[src/rtl/id_ex_stage_reg.sv]
// -----------------------------------------------------------------------------
// id_ex_stage_reg
//
// ID/EX pipeline register sitting directly behind the main control decoder.
// Captures decoder control bits together with the ID-stage operands and
// presents them, registered, to the EX stage. Supports squash (flush_i),
// hold (stall_i) and, when compiled in, load-use hazard detection, which
// inserts a single control bubble and asks upstream to hold PC and IF/ID.
//
// Build option:
//   IDEX_HAZARD_DETECT_EN  defined   -> load-use detector present,
//                                       hazard_stall_o driven.
//                          undefined -> detector removed, hazard_stall_o = 0;
//                                       upstream must avoid load-use pairs.
//
// Parameters:
//   XLEN  datapath width of PC, register data and immediate
//   RIDX  register index width
//
// Ports:
//   clk, rst_n          clock (rising edge), asynchronous active-low reset
//   valid_i             ID holds a real instruction
//   stall_i             EX busy: hold all ID/EX contents
//   flush_i             taken branch/jump: squash the ID instruction
//   branch_i .. jump_i  decoder control bits; aluop_i ALU op class
//   pc_i, rs1_data_i, rs2_data_i, imm_i   ID-stage operands
//   rs1_i, rs2_i, rd_i  register indices; funct3_i, funct7b5_i funct bits
//   ex_*                registered copies of the matching inputs
//   hazard_stall_o      combinational: hold PC and IF/ID this cycle
// -----------------------------------------------------------------------------
module id_ex_stage_reg #(
    parameter int unsigned XLEN = 32,
    parameter int unsigned RIDX = 5
) (
    input  logic            clk,
    input  logic            rst_n,

    input  logic            valid_i,
    input  logic            stall_i,
    input  logic            flush_i,

    input  logic            branch_i,
    input  logic            memread_i,
    input  logic            memtoreg_i,
    input  logic            memwrite_i,
    input  logic            alusrc_i,
    input  logic            regwrite_i,
    input  logic            jump_i,
    input  logic [1:0]      aluop_i,

    input  logic [XLEN-1:0] pc_i,
    input  logic [XLEN-1:0] rs1_data_i,
    input  logic [XLEN-1:0] rs2_data_i,
    input  logic [XLEN-1:0] imm_i,
    input  logic [RIDX-1:0] rs1_i,
    input  logic [RIDX-1:0] rs2_i,
    input  logic [RIDX-1:0] rd_i,
    input  logic [2:0]      funct3_i,
    input  logic            funct7b5_i,

    output logic            ex_valid,
    output logic            ex_branch,
    output logic            ex_memread,
    output logic            ex_memtoreg,
    output logic            ex_memwrite,
    output logic            ex_alusrc,
    output logic            ex_regwrite,
    output logic            ex_jump,
    output logic [1:0]      ex_aluop,
    output logic [XLEN-1:0] ex_pc,
    output logic [XLEN-1:0] ex_rs1_data,
    output logic [XLEN-1:0] ex_rs2_data,
    output logic [XLEN-1:0] ex_imm,
    output logic [RIDX-1:0] ex_rs1,
    output logic [RIDX-1:0] ex_rs2,
    output logic [RIDX-1:0] ex_rd,
    output logic [2:0]      ex_funct3,
    output logic            ex_funct7b5,

    output logic            hazard_stall_o
);

    // Whole stage held as one record so bubble/hold/load are single assignments.
    typedef struct packed {
        logic            valid;
        logic            branch;
        logic            memread;
        logic            memtoreg;
        logic            memwrite;
        logic            alusrc;
        logic            regwrite;
        logic            jump;
        logic [1:0]      aluop;
        logic [XLEN-1:0] pc;
        logic [XLEN-1:0] rs1_data;
        logic [XLEN-1:0] rs2_data;
        logic [XLEN-1:0] imm;
        logic [RIDX-1:0] rs1;
        logic [RIDX-1:0] rs2;
        logic [RIDX-1:0] rd;
        logic [2:0]      funct3;
        logic            funct7b5;
    } idex_t;

    idex_t stage_q;
    idex_t stage_d;
    idex_t id_word;
    logic  load_use;

    // Gather the ID-side inputs into the stage record.
    always_comb begin
        id_word          = '0;
        id_word.valid    = valid_i;
        id_word.branch   = branch_i;
        id_word.memread  = memread_i;
        id_word.memtoreg = memtoreg_i;
        id_word.memwrite = memwrite_i;
        id_word.alusrc   = alusrc_i;
        id_word.regwrite = regwrite_i;
        id_word.jump     = jump_i;
        id_word.aluop    = aluop_i;
        id_word.pc       = pc_i;
        id_word.rs1_data = rs1_data_i;
        id_word.rs2_data = rs2_data_i;
        id_word.imm      = imm_i;
        id_word.rs1      = rs1_i;
        id_word.rs2      = rs2_i;
        id_word.rd       = rd_i;
        id_word.funct3   = funct3_i;
        id_word.funct7b5 = funct7b5_i;
    end

`ifdef IDEX_HAZARD_DETECT_EN
    // Load in EX whose destination feeds the ID instruction. rd = x0 is never
    // a real dependency. rs2 is compared even when the ID instruction has no
    // rs2 operand; the occasional extra bubble is cheaper than decoding format.
    always_comb begin
        load_use = stage_q.valid & stage_q.memread & (stage_q.rd != '0) & valid_i &
                   ((stage_q.rd == rs1_i) | (stage_q.rd == rs2_i));
    end

    // A flush kills the dependent instruction and a stall already freezes the
    // front end, so neither needs an extra hold request.
    assign hazard_stall_o = load_use & ~flush_i & ~stall_i;
`else
    assign load_use       = 1'b0;
    assign hazard_stall_o = 1'b0;
`endif

    // Per-edge priority: flush, stall, load-use, invalid ID, normal load.
    // A bubble is all-zero, so it carries no ctrl side effects and clears
    // ex_memread, which lets the held instruction advance on the next edge.
    always_comb begin
        stage_d = stage_q;
        if (flush_i) begin
            stage_d = '0;
        end else if (stall_i) begin
            stage_d = stage_q;
        end else if (load_use) begin
            stage_d = '0;
        end else if (!valid_i) begin
            stage_d = '0;
        end else begin
            stage_d = id_word;
        end
    end

    always_ff @(posedge clk or negedge rst_n) begin
        if (!rst_n) begin
            stage_q <= '0;
        end else begin
            stage_q <= stage_d;
        end
    end

    assign ex_valid    = stage_q.valid;
    assign ex_branch   = stage_q.branch;
    assign ex_memread  = stage_q.memread;
    assign ex_memtoreg = stage_q.memtoreg;
    assign ex_memwrite = stage_q.memwrite;
    assign ex_alusrc   = stage_q.alusrc;
    assign ex_regwrite = stage_q.regwrite;
    assign ex_jump     = stage_q.jump;
    assign ex_aluop    = stage_q.aluop;
    assign ex_pc       = stage_q.pc;
    assign ex_rs1_data = stage_q.rs1_data;
    assign ex_rs2_data = stage_q.rs2_data;
    assign ex_imm      = stage_q.imm;
    assign ex_rs1      = stage_q.rs1;
    assign ex_rs2      = stage_q.rs2;
    assign ex_rd       = stage_q.rd;
    assign ex_funct3   = stage_q.funct3;
    assign ex_funct7b5 = stage_q.funct7b5;

endmodule

[config.mk]
export PLATFORM = sky130hd
export DESIGN_NAME = id_ex_stage_reg
export DESIGN_NICKNAME = d
export VERILOG_FILES = /design/src/rtl/id_ex_stage_reg.sv
export SDC_FILE = /design/constraint.sdc
export NUM_CORES = 1
export LEC_CHECK = 0
export ABC_CLOCK_PERIOD_IN_PS = 1200
export BUFFER_PORTS_ARGS = -buffer_cell sky130_fd_sc_hd__buf_2
export CORE_AREA = 2 2 122 124
export CTS_BUF_LIST = sky130_fd_sc_hd__clkbuf_8
export DETAILED_ROUTE_END_ITERATION = 16
export DIE_AREA = 0 0 124 126
export PLACE_DENSITY = 0.77
export SYNTH_ARGS = -nofsm -noshare
export SYNTH_HDL_FRONTEND = slang
export SYNTH_SLANG_ARGS = --single-unit
[constraint.sdc]
create_clock -name clk -period 1.2 [get_ports clk]
set_input_delay 0.36 -clock clk [delete_from_list [all_inputs] [get_ports clk]]
set_output_delay 0.36 -clock clk [all_outputs]
set_load 0.02 [all_outputs]
==> results by group, run 1 <==
Run status
  – Outcome: complete, but fails checks
  – Failing checks: negative setup slack

GRT
  – Largest net degree at the start of global routing: 71
  – Number of global-route vias before repair: 5871
  – Grt total ovfl: 0
  – Initial antenna violation count: 0
  – GRT Total Usage: 25.4%
  – First-pass GRT wire length: 30000 µm

Floorplan
  – Die X: 124 µm
  – Die area: 0.0156 mm²
  – Row count: 44
  – Core region area: 0.0143 mm²
  – Die H: 126 µm
  – Starting Density: 40.6%
  – I/O Pins: 319

Layout
  – Final Cell Area: 0.0101 mm²
  – # nets final: 972
  – Area growth syn-to-layout: 73.5%
  – Diode count: 0
  – Commonest cells after routing, fill and taps aside: buf_2 (159), buf_6 (158), dfrtp_1 (157)
  – Layout cells sized above 1: 61.3%
  – Commonest non-fill, non-tap cell in the layout: buf_2

Power
  – Pwr dens: 1140 mW/mm²
  – Leakage: 0.00512 µW
  – Final total power: 11500 µW
  – Worst VDD drop: 0.000783 V

Worst hold path
  – Min-Delay Path Depth: 2
  – Hold crit path type: primary input to flip-flop
  – Worst Hold Path EP: ex_imm[22]$_DFFE_PN0P_
  – Hold_sp: imm_i[22]

Critical path
  – Endpoint class of the critical path: primary output
  – R2R setup slack: 0.15 ns
  – Worst EP required: 0.84 ns
  – CP bufs+invs: 1
  – R2R Path Start: ex_imm[28]$_DFFE_PN0P_
  – CP Class: flip-flop to primary output
  – Worst path max stage delay: 0.43 ns
  – Critical path's slowest cell: dfrtp_1
  – Worst endpoint data arrival time: 1.04 ns
  – Delay-heaviest family, CP: flip-flops
  – Worst reg2reg endpoint: ex_imm[28]$_DFFE_PN0P_
  – Worst setup SP type: flip-flop
  – Peak fanout along the critical path: 2
  – R2r worst-path depth: 3
  – CP Cell Sequence: buf_6

STA
  – Crit share post-route: 117%
  – Final min period: 1.40 ns
  – Setup violations, final: 157
  – Hold Fails Final Rpt: 0
  – RSZ-0062 raised after global routing: yes
  – Slew Limit Fails: 0
  – Fmax: 714 MHz
  – Clock Skew: 0 ns
  – Final worst slack: -0.201 ns
  – Setup TNS: -24.20 ns

Logic synthesis
  – Distinct cells, synth: 15
  – Sequential element share of the synthesized area: 67.6%
  – Yosys top cell by area: dfrtp_1
  – Synthesized area: 0.00581 mm²
  – Top-area cell type share of the netlist area: 67.6%
  – Mapped Cells: 373
  – #FFs+latches synth: 157
  – Synth Warn #: 0
  – Synth top area cells: dfrtp_1 (68%), a32o_1 (27%), buf_2 (3.4%), buf_4 (0.90%), clkbuf_1 (0.32%)
  – Syn_area_per_cell: 15.6 µm²
  – Syn Nets: 534

CTS
  – Inserted Clock Buffers: 17
  – CTS Sinks: 157
  – Clock Latency Late Sink: 0.45 ns
  – CTS tree: yes
  – CTS clk-pin slew, worst paths: 0.10 ns
  – CTS Root Cell: clkbuf_8
  – H-tree levels: 4
  – CTS Buffer Depth: 2

Drt
  – DR vias/cell: 5.74
  – WL final: 21500 µm
  – Post-DRT Antenna Nets: 0
  – WL/cell: 21.3 µm
  – Vias: 5790
  – Detailed Routing Iterations Pass 1: 5
  – Initial drt markers: 371
  – Remaining DRCs: 0

Place
  – Hpwl dp: 12500 µm
  – PortBufs: 317
  – Post-DP Area: 0.00793 mm²
  – Final GP Congestion: 0.806

Job
  – Max-cap violations: 0
==> flip-flops by register name (all words and copies together), names as in the netlist, 2 cells and up <==
register	cells
ex_imm	32
ex_pc	32
ex_rs1_data	32
ex_rs2_data	32
ex_rd	5
ex_rs1	5
ex_rs2	5
ex_funct3	3
ex_aluop	2
==> per-stage QoR <==
step                      setup WS [ns]  cells  utilization (%)  hold WS, ns
after global routing             -0.246   1008             70.4        0.121
final                            -0.201   1008             70.4        0.146
after floorplan                  0.0451    373                -       0.0644
after detailed placement         -0.180    872             55.4        0.249
after CTS                        -0.205    959             67.8        0.119
after global placement           -0.128    872             55.4        0.247
==> kinds of logic (layout without fill, tap and decap cells) <==
group,after synthesis,in the layout,synth area share (%)
other cells,1,1,0.0645
compound gates,156,156,26.8
simple gates,5,5,0.517
buf+inv,53,504,4.84
mux,1,1,0.172
flops,157,157,67.6
==> area by class of cell <==
cell class | count | area [µm²]
Fill cell | 914 | 4230
Sequential cell | 157 | 3930
Timing Repair Buffer | 471 | 3920
Multi-Input combinational cell | 163 | 1610
Clock buffer | 18 | 248
Tap cell | 184 | 230
Clock inverter | 14 | 133
Inverter | 1 | 6.26
==> cell usage after synthesis <==
cell type and number:
nor2b_2 1, clkbuf_1 5, inv_1 1, dfrtp_1 157, buf_2 39, nand2_1 1, mux2i_1 1, nand3b_1 1
a32o_1 155, a21oi_1 1, nor2b_1 1, buf_6 1, nor2_1 1, buf_4 7, conb_1 1
==> power by group <==
group	total, µW	internal [µW]	switching, µW
clock network	3840	1730	2110
logic	2020	1050	969
registers	5650	5480	168
==> worst max path at each step <==
stage	end	from	depth (start not counted)	slack [ns]
floorplan	ex_pc[0]$_DFFE_PN0P_	valid_i	4	0.05
global placement	ex_imm[9]$_DFFE_PN0P_	flush_i	5	-0.13
detailed placement	ex_rd[0]$_DFFE_PN0P_	flush_i	5	-0.18
CTS	ex_rs1_data[19]	ex_rs1_data[19]$_DFFE_PN0P_	1	-0.21
global route	ex_imm[28]	ex_imm[28]$_DFFE_PN0P_	1	-0.25
finish	ex_imm[28]	ex_imm[28]$_DFFE_PN0P_	1	-0.20
==> repair_timing <==
action                                 CTS  global route
endpoints found under the hold margin   19             0
hold buffers                             1             0
setup buffers                           54            49
setup endpoints to repair              157           157
gates resized for setup                314             0
==> layer usage <==
layer  track usage [%]  share of wire [%]  wire length, µm
met5                 0                  0                0
met4              11.5                4.3              931
met3              7.43                7.9             1690
met2              46.8                 54            11600
met1              26.2                 34             7320
Note: power is estimated with default switching activity, not from simulation.
==> run 2, diff against run 1 <==
RECOVER_POWER = 25   (was not set)
==> results by group, run 2 (synthesized netlist as in run 1, its figures left out) <==
Critical path
  – CP Cell Sequence: buf_6
  – Crit path from: ex_imm[28]$_DFFE_PN0P_
  – Critical path's slowest cell: dfrtp_1
  – R2R Path Start: ex_imm[28]$_DFFE_PN0P_
  – Crit path depth: 1
  – Worst EP required: 0.84 ns
  – Endpoint class of the critical path: primary output
  – R2R setup slack: 0.15 ns
  – CP Class: flip-flop to primary output
  – Crit path capture: ex_imm[28]
  – Delay-heaviest family, CP: flip-flops
  – R2r worst-path depth: 3
  – Worst path max stage delay: 0.44 ns
  – Peak fanout along the critical path: 2
  – CP bufs+invs: 1
  – Worst endpoint data arrival time: 1.04 ns
  – Worst reg2reg endpoint: ex_imm[28]$_DFFE_PN0P_
  – Worst setup SP type: flip-flop

GRT
  – Grt total ovfl: 0
  – GRT Total Usage: 25.4%
  – First-pass GRT wire length: 30000 µm
  – Largest net degree at the start of global routing: 71
  – Initial antenna violation count: 0
  – Number of global-route vias before repair: 5871

Drt
  – WL/cell: 21.4 µm
  – DR vias/cell: 5.80
  – Vias: 5851
  – Post-DRT Antenna Nets: 0
  – Remaining DRCs: 0
  – Initial drt markers: 344
  – Detailed Routing Iterations Pass 1: 5
  – WL final: 21500 µm

Power
  – Sequential power share: 49.2%
  – Pwr dens: 1140 mW/mm²
  – Combinational power share: 17.4%
  – Internal power: 8240 µW
  – Leakage: 0.00510 µW
  – Clock share of power: 33.4%
  – Worst VDD drop: 0.000780 V
  – Sw Ratio: 28.2%
  – Sw Pwr: 3240 µW

STA
  – Setup violations, final: 266
  – RSZ-0062 raised after global routing: yes
  – Final min period: 1.40 ns
  – Setup TNS: -28.53 ns
  – Slew HR: 46.7%
  – Worst slew pin tran: 0.799 ns
  – Crit share post-route: 117%
  – Clock Skew: 0 ns
  – Hold Fails Final Rpt: 0
  – Slew Limit Fails: 0
  – Final worst slack: -0.202 ns
  – Fmax: 713 MHz

CTS
  – CTS Buffer Depth: 2
  – H-tree levels: 4
  – CTS clk-pin slew, worst paths: 0.10 ns
  – CTS Sinks: 157
  – CTS tree: yes
  – CTS Root Cell: clkbuf_8
  – Clock Latency Late Sink: 0.45 ns
  – Inserted Clock Buffers: 17

Floorplan
  – Core region area: 0.0143 mm²
  – Starting Density: 40.6%
  – Die area: 0.0156 mm²
  – Row count: 44
  – I/O Pins: 319
  – Die X: 124 µm
  – Die H: 126 µm

Layout
  – # nets final: 972
  – Area growth syn-to-layout: 72.7%
  – # fillers: 924
  – Layout Utilization: 70.1%
  – Commonest cells after routing, fill and taps aside: buf_2 (158), dfrtp_1 (157), buf_6 (157)
  – Commonest non-fill, non-tap cell in the layout: buf_2
  – Layout cells sized above 1: 61.0%
  – Diode count: 0

Worst hold path
  – Hold crit path type: primary input to flip-flop
  – Hold_sp: imm_i[22]

Run status
  – Outcome: complete, but fails checks
  – Failing checks: negative setup slack

Place
  – PortBufs: 317
  – Final GP Congestion: 0.806
  – Hpwl dp: 12500 µm

Job
  – Max-cap violations: 0
## run 2: cell count changes in the layout (fill, tap and decap cells not counted), sizes merged
cell / delta
buf: -7
clkbuf: +7
## run 2: power groups by stage
stage / combinational [µW] / sequential, µW / clock, µW
2_1_floorplan: 440 / 5940 / 0
3_3_place_gp: 1500 / 5690 / 0
3_5_place_dp: 1540 / 5700 / 0
4_1_cts: 1880 / 5640 / 3870
5_1_grt: 2110 / 5670 / 4160
6_report: 2000 / 5650 / 3840
## run 2: layout make-up
cell class | instances | area (µm²) | area share [%]
tap | 184 | 230 | 2.29
timing repair buffer | 471 | 3870 | 38.6
clock inverter | 14 | 133 | 1.32
inverter | 1 | 6.26 | 0.0624
clock buffer | 18 | 248 | 2.47
multi-input combinational | 163 | 1610 | 16.1
sequential | 157 | 3930 | 39.2
## run 2: how the worst min path moves through the flow
| stage | cells past startpoint | end |
|---|---|---|
| 2_1_floorplan | 0 | ex_aluop[0]$_DFFE_PN0P_ |
| 3_3_place_gp | 1 | ex_rs1_data[29]$_DFFE_PN0P_ |
| 3_5_place_dp | 1 | ex_rs1_data[28]$_DFFE_PN0P_ |
| 5_1_grt | 2 | ex_rs1_data[19]$_DFFE_PN0P_ |
| 4_1_cts | 2 | ex_pc[8]$_DFFE_PN0P_ |
| 6_report | 2 | ex_imm[22]$_DFFE_PN0P_ |
## run 2: per-layer routing
| metal | share of wire, % | track usage (%) | routed length, µm | vias up |
|---|---|---|---|---|
| met4 | 4.4 | 11.5 | 942 | 0 |
| met2 | 54 | 46.8 | 11700 | 371 |
| met3 | 8.8 | 7.43 | 1890 | 80 |
| li1 | - | - | - | 2433 |
| met1 | 33 | 26.2 | 7050 | 2967 |
| met5 | 0 | 0 | 0 | - |
## run 2: timing repair
item,CTS,global route
gates resized for setup,314,0
pin swaps,0,0
setup buffers,54,49
hold endpoints to repair,19,0
endpoints found under the setup margin,157,157
gates cloned,0,0
hold buffers,1,0
## run 2: worst register-to-register path: stages, from the launching register on
cell,delay (ns)
dfrtp_1,0.44
buf_4,0.15
buf_4,0.12
a32o_1,0.23
## run 2: per-stage QoR
step	hold WS, ns	instances	setup slack, ns	cell area (µm²)	total power, µW
final	0.150	1008	-0.202	10000	11500
after global routing	0.121	1008	-0.246	10000	11900
after CTS	0.119	959	-0.205	9710	11400
after detailed placement	0.249	872	-0.180	7930	7240
after global placement	0.247	872	-0.128	7930	7180
after floorplan	0.0644	373	0.0451	5810	6380
